**src/rtl/fifo_wr_ptr_gray.sv**
```systemverilog
// Async FIFO write-side pointer logic: binary/Gray write pointer, full, fill level, overflow.
// Optional almost-full output when FIFO_WR_ALMOST_FULL_EN is defined.
module fifo_wr_ptr_gray #(
  parameter int ADDR_WIDTH = 4,
  parameter int AF_THRESH  = 2
) (
  input  logic                  clk_in,
  input  logic                  rst_in,
  input  logic                  wr_req_in,
  input  logic [ADDR_WIDTH:0]   rd_ptr_gray_in,
  output logic                  wr_en_out,
  output logic [ADDR_WIDTH-1:0] wr_addr_out,
  output logic [ADDR_WIDTH:0]   wr_ptr_gray_out,
  output logic                  full_out,
  output logic [ADDR_WIDTH:0]   fill_level_out,
`ifdef FIFO_WR_ALMOST_FULL_EN
  output logic                  almost_full_out,
`endif
  output logic                  overflow_out
);

  localparam int PW = ADDR_WIDTH + 1;
  localparam int DEPTH = 1 << ADDR_WIDTH;
  // Full when the read pointer is one lap behind: top two Gray bits inverted.
  localparam logic [PW-1:0] FULL_MASK = PW'(3) << (PW - 2);

  logic [PW-1:0] wbin;
  logic [PW-1:0] wbin_next;
  logic [PW-1:0] gray_next;
  logic [PW-1:0] rbin;
  logic [PW-1:0] fill_next;
  logic          full_next;

  assign wr_en_out   = wr_req_in & ~full_out & ~rst_in;
  assign wr_addr_out = wbin[ADDR_WIDTH-1:0];

  always_comb begin
    rbin = '0;
    for (int i = 0; i < PW; i++) begin
      rbin[i] = ^(rd_ptr_gray_in >> i);
    end
  end

  always_comb begin
    wbin_next = wbin + PW'(wr_en_out);
    gray_next = (wbin_next >> 1) ^ wbin_next;
    full_next = (gray_next == (rd_ptr_gray_in ^ FULL_MASK));
    fill_next = wbin_next - rbin;
  end

  always_ff @(posedge clk_in) begin
    if (rst_in) begin
      wbin            <= '0;
      wr_ptr_gray_out <= '0;
      full_out        <= 1'b0;
      fill_level_out  <= '0;
      overflow_out    <= 1'b0;
    end else begin
      wbin            <= wbin_next;
      wr_ptr_gray_out <= gray_next;
      full_out        <= full_next;
      fill_level_out  <= fill_next;
      overflow_out    <= overflow_out | (wr_req_in & full_out);
    end
  end

`ifdef FIFO_WR_ALMOST_FULL_EN
  always_ff @(posedge clk_in) begin
    if (rst_in) begin
      almost_full_out <= 1'b0;
    end else begin
      almost_full_out <= (fill_next >= PW'(DEPTH - AF_THRESH));
    end
  end
`endif

endmodule

```
**config.mk**
```make
export PLATFORM = sky130hd
export DESIGN_NAME = fifo_wr_ptr_gray
export DESIGN_NICKNAME = d
export VERILOG_FILES = /design/src/rtl/fifo_wr_ptr_gray.sv
export SDC_FILE = /design/constraint.sdc
export NUM_CORES = 1
export LEC_CHECK = 0
export ABC_AREA = 0
export BUFFER_PORTS_ARGS = -buffer_cell sky130_fd_sc_hd__buf_2
export CELL_PAD_IN_SITES_DETAIL_PLACEMENT = 1
export CELL_PAD_IN_SITES_GLOBAL_PLACEMENT = 2
export CORE_MARGIN = 5
export CORE_UTILIZATION = 29
export CTS_CLUSTER_SIZE = 25
export DETAILED_ROUTE_END_ITERATION = 10
export PLACE_DENSITY_LB_ADDON = 0.1
export SYNTH_ARGS = -nofsm -noshare
export SYNTH_HDL_FRONTEND = slang
export SYNTH_SLANG_ARGS = --single-unit
```
**constraint.sdc**
```tcl
create_clock -name clk_in -period 3.1 [get_ports clk_in]
set_clock_uncertainty 0.2 [all_clocks]
set_input_delay 0.155 -clock clk_in [delete_from_list [all_inputs] [get_ports clk_in]]
set_output_delay 0.155 -clock clk_in [all_outputs]
set_load 0.05 [all_outputs]
```
==> results of run 1 <==
-- cell usage in the layout, fill, tap and decap left out, types with 2 or more instances in the layout --
master,instances
inv_1,5
a21oi_1,2
o211ai_1,2
buf_2,24
nor2_1,15
clkbuf_4,3
nand3_1,4
ha_1,5
dfxtp_1,16
xor2_1,7
xnor2_1,11
-- worst reg2reg max path, cell delays in order (launching register included) --
cell	delay, ns
dfxtp_1	0.35
nor3b_4	0.21
ha_1	0.20
ha_1	0.26
xor2_2	0.32
ha_1	0.32
a21oi_1	0.24
nand3_1	0.11
o211ai_1	0.13
xnor2_1	0.14
nor2_1	0.05
-- cells by family after synthesis --
kind of cell               Yosys count
and+or+nand+nor                     29
xor gates and xnor gates            20
DFF                                 16
adders and majority gates            7
AOI/OAI and AO/OA                    6
buffers and inverters                6
muxes                                1
-- synthesized netlist by cell type, drive strengths merged --
cell type,n
a2111oi,1
and2,2
maj3,1
nand3b,1
xnor2,11
fa,1
o211ai,2
nand4b,1
ha,5
clkbuf,1
nor3,1
nand3,4
nand4,1
nor3b,1
and3,1
nor2,15
a21oi,2
xnor3,1
xor2,8
dfxtp,16
o21ai,1
inv,5
nand2,1
nand2b,1
mux2i,1
-- flip-flops by register name (all words and copies together), names as in the netlist --
name / count
wbin: 5
fill_level_out: 5
overflow_out: 1
full_out: 1
wr_ptr_gray_out: 4
-- worst paths after layout --
check,start,to,slack [ns],depth (start not counted)
min reg2reg,overflow_out$_SDFF_PP0_,overflow_out$_SDFF_PP0_,0.28,2
min,rst_in,fill_level_out[3]$_SDFF_PP0_,0.05,2
max reg2reg,full_out$_SDFF_PP0_,fill_level_out[3]$_SDFF_PP0_,0.49,10
max,wr_req_in,fill_level_out[4]$_SDFF_PP0_,0.35,10
-- layout make-up --
class,instances,area share
multi-input combinational,63,0.483
tap,31,0.0373
inverter,5,0.0181
timing repair buffer,26,0.132
clock buffer,3,0.0217
sequential,16,0.308
-- per-layer routing --
| layer | up-vias | part of all wire | track usage |
|---|---|---|---|
| li1 | 336 | - | - |
| met2 | 17 | 0.49 | 0.166 |
| met4 | 0 | 0.0091 | 0.0312 |
| met5 | - | 0 | 0 |
| met3 | 2 | 0.058 | 0.0355 |
| met1 | 311 | 0.45 | 0.129 |
-- through the flow --
step,hold slack [ns],area [µm²],setup WS [ns]
final,0.0475,1040,0.351
after global routing,0.0502,1040,0.147
after CTS,0.0470,1040,0.336
after detailed placement,0.218,1010,0.416
after global placement,0.204,1010,0.491
after floorplan,0.0274,845,0.0326
-- repair_timing --
| action | CTS | global route |
|---|---|---|
| hold endpoints to repair | 1 | 0 |
| endpoints found under the setup margin | 0 | 0 |
| hold buffers | 1 | 0 |
-- power by group through the flow --
stage / Clock [µW] / Combinational [µW] / Sequential [µW]
global placement: 0 / 189 / 233
floorplan: 0 / 81.8 / 297
global route: 127 / 207 / 230
CTS: 114 / 193 / 228
detailed placement: 0 / 190 / 233
finish: 107 / 190 / 228
==> results.md, run 1 <==
- DIE HEIGHT: between 60 and 70 µm
- Simple logic cell fraction of the synthesized area: 0.171
- Register area share after synthesis: 0.388
- Slowest Stage Delay on Critical Path: between 0.5 and 0.6 ns
- Net Sw Frac: 0.374
- Layout area overhead: 25.9%
- Vias post-DR: approximately 670
- 1st-iter DRT viols: 23
- #FFs+latches synth: 16
- Buf+Inv Stages, Crit Path: 2
- Lkg Pwr: 0.000495 µW
- Synthesized area per cell: between 9 and 10 µm²
- Tightest Hold Check Type: input pin to flip-flop
- Final setup violation count: 0
- Routed WL: approximately 1.9 mm
- Crit-path leading delay family: adder cells
- Cell Chain, Critical Path: dlygate4sd3_1, buf_2, nor3b_4, ha_1, ha_1, xor2_2, ha_1, maj3_1, a2111oi_2, nand3b_1
- Yosys top cell area share: 0.388
- Root Driver: clkbuf_4
- Critical path fanouts, max: 5
- Sequential power share: 0.434
- Post-synthesis xor/xnor area fraction: 0.230
- Synth Warn #: 0
- Clock Power Share: 0.204
- CTS tree: done
- Setup TNS: 0 ns
- Post-CTS setup buffers: 0
- Non-Filler Instances: ~140
- Antenna Nets Post-Route: 0
- Worst setup SP type: input pin
- GP Congestion: 0.708
- Io pins: 25
- MaxCap Viol Count: 0
- Port Buf Inserts: 24
- Placed Cells: 140
- Initial antenna violation count: 0
- Vias in the first global route: about 680
- Via/cell ratio: approximately 4.6
- Multi-input logic area: ~500 µm²
- Htree depth: 1
- VDD IR-drop max: around 0.28 mV
- Internal Power: around 330 µW
- Clock buffers created by TritonCTS: 3
- Latest clock arrival within the worst-skew pair: roughly 0.28 ns
- Final core occ: 0.380
- Compound-Gate Fraction of Synth Area: 0.0591
- CP required: 3.12 ns
- Layout cells sized above 1: 0.301
- Synthesized area: 826 µm²
- Post-Synthesis Cells: 85
- Proportion of synthesized area in mux cells: 0.0121
- Fin. Hold Viols: 0
- Setup CP Type: input pin to flip-flop
- Crit path arrival time: between 2 and 3 ns
- Yosys cell types: 26
- Top cell by count, worst path: ha_1
- Post-route DRC: 0
- Total Power: 525 µW
- Worst Max-Slew Pin Slew: ~0.42 ns
- CTS clk-pin slew, worst paths: roughly 0.090 ns
- Core area: roughly 2700 µm²
- Outcome: complete, no violations
- Max_slew headroom: 0.717
- Fill cells: 332
- Initial Utilization: 0.302
- Achievable frequency: roughly 360 MHz
- Clock sinks: 16
- Final period util: 0.887
- Clock buffer depth: 2
- Power Dens Cells: slightly above 500 nW/µm²
- Post-CTS sizing: 0
- Slowest stage cell on the critical path: dlygate4sd3_1
- First-pass GRT wire length: between 3 and 4 mm
- Antenna cells: 0
- Max Slew Vio Count: 0
- Dpl hpwl: 1.55 mm
- Largest family of logic cells by synthesized area: XOR/XNOR gates
- Ranking of synthesized cells by area: dfxtp_1 39%, xnor2_1 12%, xor2_1 8.5%
- Pin count of the biggest net entering global routing: 17
- Yosys top cell by area: dfxtp_1
- Post-synthesis adder-cell area fraction: 0.112
- DRT Pass-1 Iters: 2
- Wirelength per Cell: between 10 and 15 µm
- Combinational share of power: 0.362
- Die X: around 63 µm
- Tot GR Track Use: 0.103
- Net switching power: around 200 µW
- Layout Nets: between 100 and 150
- Grt ovf: 0
- Seq. cell area: approximately 320 µm²
- RSZ-0062 raised after global routing: false
- Crit. End Element: flip-flop
- Die ar.: ~4000 µm²
- FP Rows: 19
- Syn Nets: 99
- Crit path time final: about 2.7 ns
Note: power is estimated with default switching activity, not from simulation.
==> run 2: changes to the inputs <==
--- a/config.mk
+++ b/config.mk
@@ -10,7 +10,7 @@
 export CELL_PAD_IN_SITES_DETAIL_PLACEMENT = 1
 export CELL_PAD_IN_SITES_GLOBAL_PLACEMENT = 2
 export CORE_MARGIN = 5
-export CORE_UTILIZATION = 29
+export CORE_UTILIZATION = 26
 export CTS_CLUSTER_SIZE = 25
 export DETAILED_ROUTE_END_ITERATION = 10
 export PLACE_DENSITY_LB_ADDON = 0.1
==> constraint.sdc (replaced) <==
create_clock -name clk_in -period 2.4 [get_ports clk_in]
set_clock_uncertainty 0.2 [all_clocks]
set_input_delay 0.12 -clock clk_in [delete_from_list [all_inputs] [get_ports clk_in]]
set_output_delay 0.12 -clock clk_in [all_outputs]
set_load 0.05 [all_outputs]
==> results.md, run 2 (same netlist as run 1, synthesis figures left out) <==
- Non-Filler Instances: 161 (+12%)
- Path length in cells of the critical path: 11 (+1)
- Max_slew headroom: 0.762 (+0.0450)
- Worst setup SP type: input pin
- 1st-iter DRT viols: 8 (-65%)
- Clock buffers created by TritonCTS: 3 (unchanged)
- Slowest stage cell on the critical path: dlygate4sd3_1
- Outcome: complete, no violations
- Crit-path leading delay family: adder cells
- Biggest regs: fill_level_out: 5 flops, wbin: 5 flops, wr_ptr_gray_out: 4 flops
- Crit. End Element: flip-flop
- GP Congestion: 0.715 (+0.97%)
- Power Dens Cells: 600 nW/µm² (+19%)
- Post-route DRC: 0 (unchanged)
- Worst Max-Slew Pin Slew: 0.357 ns (-0.0649 ns)
- Vias post-DR: 687 (+3.2%)
- Critical path fanouts, max: 3 (-2)
- Setup CP Type: input pin to flip-flop
- Hold Path Depth: 4 (+2)
- Die ar.: 4400 µm² (+9.7%)
- Tightest Hold Check Type: input pin to flip-flop
- Lkg Pwr: 0.000531 µW (+7.2%)
- Grt ovf: 0 (unchanged)
- Most frequent cells in the layout: 23 x buf_2, 15 x nor2_1, 15 x dfxtp_1
- FP Rows: 20 (+1)
- MaxCap Viol Count: 0 (unchanged)
- Io pins: 25 (unchanged)
- Clock sinks: 16 (unchanged)
- Antenna Nets Post-Route: 0 (unchanged)
- Slowest Stage Delay on Critical Path: 0.56 ns (+0.03 ns)
- Layout cells sized above 1: 0.419 (+0.118)
- Hold path endpoint: fill_level_out[0]$_SDFF_PP0_
- Clock buffer depth: 2 (unchanged)
- Latest clock arrival within the worst-skew pair: 0.29 ns (about the same)
- Port Buf Inserts: 24 (unchanged)
- Htree depth: 1 (unchanged)
- Core area: 3050 µm² (+12%)
- DRT Pass-1 Iters: 2 (unchanged)
- Vias in the first global route: 738 (+9.0%)
- Die X: 66.4 µm (+4.7%)
- Pre-CTS setup slack: -0.0475 ns (-0.463 ns)
- Total Power: 721 µW (+38%)
- Antenna cells: 0 (unchanged)
- Wirelength per Cell: 13.4 µm (+2.9%)
- Final period util: 0.963
- Initial antenna violation count: 0 (unchanged)
- Layout area overhead: 45.6%
- Commonest non-fill, non-tap cell in the layout: buf_2
- CTS tree: done
- Crit path arrival time: 2.30 ns (-0.47 ns)
- First-pass GRT wire length: 3.40 mm (+4.7%)
- HP Start: rd_ptr_gray_in[0]
- CP required: 2.39 ns (-0.73 ns)
- Fin. Hold Viols: 0 (unchanged)
- VDD IR-drop max: 0.281 mV (+1.8%)
- Initial Utilization: 0.270 (-0.0316)
- Final WS setup: 0.0885 ns (-0.262 ns)
- Pin count of the biggest net entering global routing: 16 (-1)
- Max Slew Vio Count: 0 (unchanged)
- Final setup violation count: 0 (unchanged)
- Achievable frequency: 433 MHz
- CTS clk-pin slew, worst paths: 0.11 ns (+0.02 ns)
- Cell Chain, Critical Path: dlygate4sd3_1, nor3b_4, ha_4, ha_4, xor2_4, ha_4, a21oi_4, nand4b_1, o211ai_1, xnor2_1, nor2_1
- R2R cell count: 10 (unchanged)
- Placed Cells: 155 (+11%)
- Tot GR Track Use: 0.105 (+0.00165)
- Dpl hpwl: 1.59 mm (+3.0%)
- Layout Nets: 132 (+2.3%)
- Crit path time final: between 2 and 2.5 ns
- Routed WL: 2.15 mm (+15%)
- R2R setup slack: 0.11 ns (-0.38 ns)
- End of the worst register-to-register path: fill_level_out[3]$_SDFF_PP0_
- Buf+Inv Stages, Crit Path: 1 (-1)
- Reg2reg start: full_out$_SDFF_PP0_
- Root Driver: clkbuf_4
- DIE HEIGHT: 66.4 µm (+4.7%)
- Via/cell ratio: 4.27 (-7.7%)
- Top cell by count, worst path: ha_4
[run 2: repair_timing]
item,in CTS,in global routing
setup buffers,0,2
hold endpoints to repair,1,0
endpoints found under the setup margin,0,3
hold buffers,1,0
gates resized for setup,0,5
[run 2: final cells by class]
class / count / area, µm²
sequential: 16 / 324
tap: 44 / 55.1
fill: 360 / 1850
multi-input combinational: 63 / 616
inverter: 5 / 18.8
clock buffer: 4 / 26.3
timing repair buffer: 29 / 163
[run 2: how the worst max path moves through the flow]
stage	to	slack [ns]	start
floorplan	fill_level_out[3]$_SDFF_PP0_	-0.35	full_out$_SDFF_PP0_
global placement	fill_level_out[4]$_SDFF_PP0_	0.02	rd_ptr_gray_in[3]
detailed placement	fill_level_out[4]$_SDFF_PP0_	-0.05	rd_ptr_gray_in[3]
CTS	fill_level_out[4]$_SDFF_PP0_	0.03	wr_req_in
global route	fill_level_out[3]$_SDFF_PP0_	-0.007	full_out$_SDFF_PP0_
finish	fill_level_out[3]$_SDFF_PP0_	0.09	wr_req_in
[run 2: tightest hold or removal path, delay by kind of cell]
| family | cells | cell delay (ns) |
|---|---|---|
| and+or+nand+nor | 1 | 0.04 |
| xor gates and xnor gates | 1 | 0.12 |
| buffers and inverters | 1 | 0.11 |
| adders and majority gates | 1 | 0.12 |
[run 2: metrics by stage]
step                      setup TNS, ns  utilization  cell area, µm²  hold WS [ns]
final                                 0        0.394            1200        0.0551
after detailed placement        -0.0475        0.364            1110         0.185
after floorplan                  -0.781            -             917      -0.00762
after global placement                0        0.364            1110         0.167
after global routing           -0.00682        0.394            1200        0.0399
after CTS                             0        0.376            1150        0.0500
[run 2: power by group]
part           internal (µW)  switching [µW]  leakage [µW]
Sequential               287            7.07      0.000132
Combinational           94.7             176      0.000384
Clock                   64.5            92.0     0.0000150
Total                    447             275      0.000531
[run 2: metal layers]
metal / global-route usage / routed length [µm] / vias to the layer above
li1: - / - / 345
met5: 0 / 0 / -
met4: 0.0305 / 19 / 0
met2: 0.182 / 1120 / 13
met3: 0.0357 / 76 / 2
met1: 0.120 / 931 / 327
==> run 3: changes to the inputs <==
--- a/config.mk
+++ b/config.mk
@@ -10,10 +10,10 @@
 export CELL_PAD_IN_SITES_DETAIL_PLACEMENT = 1
 export CELL_PAD_IN_SITES_GLOBAL_PLACEMENT = 2
 export CORE_MARGIN = 5
-export CORE_UTILIZATION = 26
+export CORE_UTILIZATION = 30
 export CTS_CLUSTER_SIZE = 25
 export DETAILED_ROUTE_END_ITERATION = 10
-export PLACE_DENSITY_LB_ADDON = 0.1
+export PLACE_DENSITY = 0.79
 export SYNTH_ARGS = -nofsm -noshare
 export SYNTH_HDL_FRONTEND = slang
 export SYNTH_SLANG_ARGS = --single-unit
==> constraint.sdc (replaced) <==
create_clock -name clk_in -period 2.9 [get_ports clk_in]
set_clock_uncertainty 0.2 [all_clocks]
set_input_delay 0.145 -clock clk_in [delete_from_list [all_inputs] [get_ports clk_in]]
set_output_delay 0.145 -clock clk_in [all_outputs]
set_load 0.05 [all_outputs]
==> results.md, run 3 (same netlist as run 1, synthesis figures left out) <==
- Antenna cells: 0 (unchanged)
- Sequential power share: 0.406 (-0.002)
- Clock buffer depth: 2 (unchanged)
- Latest clock arrival within the worst-skew pair: 0.29 ns (about the same)
- Pin count of the biggest net entering global routing: 17 (+1)
- Combinational share of power: 0.341 (-0.034)
- Vias in the first global route: 763 (+3.4%)
- Vias post-DR: 679 (-1.2%)
- Cell Chain, Critical Path: dlygate4sd3_1, buf_2, nor3b_4, ha_2, ha_4, xor2_4, ha_1, a21oi_1, nand4b_1, o211ai_1, xnor2_1, nor2_1
- Critical path endpoint: fill_level_out[3]$_SDFF_PP0_
- Wirelength per Cell: 13.3 µm (-0.22%)
- Layout area overhead: 30.9%
- Fill cells: 328 (-8.9%)
- Tightest Hold Check Type: input pin to flip-flop
- R2R setup slack: 0.38 ns (+0.27 ns)
- CP required: 2.88 ns (+0.49 ns)
- Layout Nets: 129 (-2.3%)
- R2R cell count: 10 (unchanged)
- GP Congestion: 0.739 (+3.4%)
- 1st-iter DRT viols: 3 (-5)
- Crit path arrival time: 2.64 ns (+0.34 ns)
- Dpl hpwl: 1.51 mm (-5.0%)
- Power Dens Cells: 557 nW/µm² (-7.1%)
- Root Driver: clkbuf_4
- Initial antenna violation count: 0 (unchanged)
- Outcome: complete, no violations
- Commonest non-fill, non-tap cell in the layout: buf_2
- Final period util: 0.919
- Grt ovf: 0 (unchanged)
- Most frequent cells in the layout: 24 x buf_2, 15 x nor2_1, 15 x dfxtp_1
- Tot GR Track Use: 0.113 (+0.00801)
- Antenna Nets Post-Route: 0 (unchanged)
- Slowest Stage Delay on Critical Path: 0.54 ns (-0.02 ns)
- Post-route DRC: 0 (unchanged)
- Max_slew headroom: 0.725 (-0.0364)
- Routed WL: 1.93 mm (-10%)
- Port Buf Inserts: 24 (unchanged)
- Crit path time final: 2.66 ns
- FP Rows: 19 (-5.0%)
- Final core occ: 0.402 (+0.00857)
- First-pass GRT wire length: 3.59 mm (+5.5%)
- Crit-path leading delay family: adder cells
- CTS tree: done
- Critical Path Source: wr_req_in
- Net Sw Frac: 0.367 (-0.0140)
- Die ar.: 3900 µm² (-11%)
- Final setup violation count: 0 (unchanged)
- Lkg Pwr: 0.000499 µW (-5.9%)
- CTS clk-pin slew, worst paths: 0.10 ns (about the same)
- Layout cells sized above 1: 0.333 (-0.0855)
- Internal Power: 381 µW (-15%)
- RSZ-0062 raised after global routing: false
- Buf+Inv Stages, Crit Path: 2 (+1)
- Htree depth: 1 (unchanged)
- Post-CTS sizing: 0 (unchanged)
- Initial Utilization: 0.307 (+0.0369)
- Via/cell ratio: 4.68 (+9.7%)
- Crit. End Element: flip-flop
- Worst Max-Slew Pin Slew: 0.409 ns (+0.0522 ns)
- Clock sinks: 16 (unchanged)
- Clock buffers created by TritonCTS: 3 (unchanged)
- Io pins: 25 (unchanged)
- VDD IR-drop max: 0.322 mV (+15%)
- MaxCap Viol Count: 0 (unchanged)
- Net switching power: 221 µW (-20%)
- End of the worst register-to-register path: fill_level_out[3]$_SDFF_PP0_
- Fin. Hold Viols: 0 (unchanged)
- Max Slew Vio Count: 0 (unchanged)
- Biggest regs: fill_level_out: 5 flops, wbin: 5 flops, wr_ptr_gray_out: 4 flops
- Clock Power Share: 0.253 (+0.036)
- Setup CP Type: input pin to flip-flop
- Post-CTS setup buffers: 0 (unchanged)
- Setup TNS: 0 ns (unchanged)
- Worst setup SP type: input pin
- WHS: 0.0258 ns (-0.0293 ns)
- Achievable frequency: between 300 and 400 MHz
- Slowest stage cell on the critical path: dlygate4sd3_1
- Reg2reg start: full_out$_SDFF_PP0_
- Path length in cells of the critical path: 12 (+1)
- DIE HEIGHT: 62.5 µm (-5.9%)
- Hold_buf cts: 1 (unchanged)
- Die X: 62.5 µm (-5.9%)
- Core area: 2690 µm² (-12%)
- Critical path fanouts, max: 5 (+2)
- DRT Pass-1 Iters: 5 (+3)
==> run 3: changes by cell type in the layout (fill, tap and decap cells not counted), moves of 2 or more <==
cell,before,now
buf_4,5,1
ha_4,3,1
xor2_4,3,1
xor2_1,5,7
==> run 3: how the worst min path moves through the flow <==
stage | from | end | slack, ns | cells after the start
3_3_place_gp | wr_req_in | overflow_out$_SDFF_PP0_ | 0.19 | 3
5_1_grt | rst_in | overflow_out$_SDFF_PP0_ | 0.04 | 2
6_report | rst_in | fill_level_out[3]$_SDFF_PP0_ | 0.03 | 2
4_1_cts | rst_in | fill_level_out[3]$_SDFF_PP0_ | 0.02 | 2
2_1_floorplan | rst_in | overflow_out$_SDFF_PP0_ | 0.02 | 1
3_5_place_dp | wr_req_in | overflow_out$_SDFF_PP0_ | 0.20 | 3
==> run 3: per-layer routing <==
layer  vias to the layer above  share of wire  track usage  routed length [µm]
li1                        342              -            -                   -
met1                       323           0.43        0.135                 835
met2                        14           0.51        0.196                 990
met3                         0          0.055       0.0252                 107
met4                         0              0       0.0398                   0
met5                         -              0            0                   0
==> run 3: power by group through the flow <==
| stage | clock network, µW | registers, µW | logic (µW) |
|---|---|---|---|
| after global routing | 166 | 247 | 226 |
| final | 152 | 245 | 205 |
| after detailed placement | 0 | 250 | 204 |
| after floorplan | 0 | 318 | 89.4 |
| after CTS | 162 | 245 | 208 |
| after global placement | 0 | 249 | 205 |
==> run 3: per-stage QoR <==
stage	power, µW	worst slack (ns)	instances	cell area, µm²
5_1_grt	639	0.0649	145	1080
4_1_cts	615	0.280	145	1080
6_report	602	0.236	145	1080
2_1_floorplan	407	0.0198	85	872
3_5_place_dp	454	0.335	140	1030
3_3_place_gp	454	0.320	140	1030
==> run 3: cell type report <==
cell class / count / area (µm²) / area share
flip-flops and latches: 16 / 322 / 0.297
repair buffers: 26 / 138 / 0.127
inverters: 5 / 18.8 / 0.0174
clock buffers: 4 / 36.3 / 0.0336
well taps: 31 / 38.8 / 0.0359
multi-input cells: 63 / 528 / 0.488
==> run 3: worst reg2reg max path: cells and delay by family (launching register included) <==
family | cells | cell delay [ns]
simple gates | 3 | 0.39
xor+xnor | 2 | 0.38
flops | 1 | 0.35
fa+ha+maj | 3 | 0.71
compound gates | 2 | 0.39
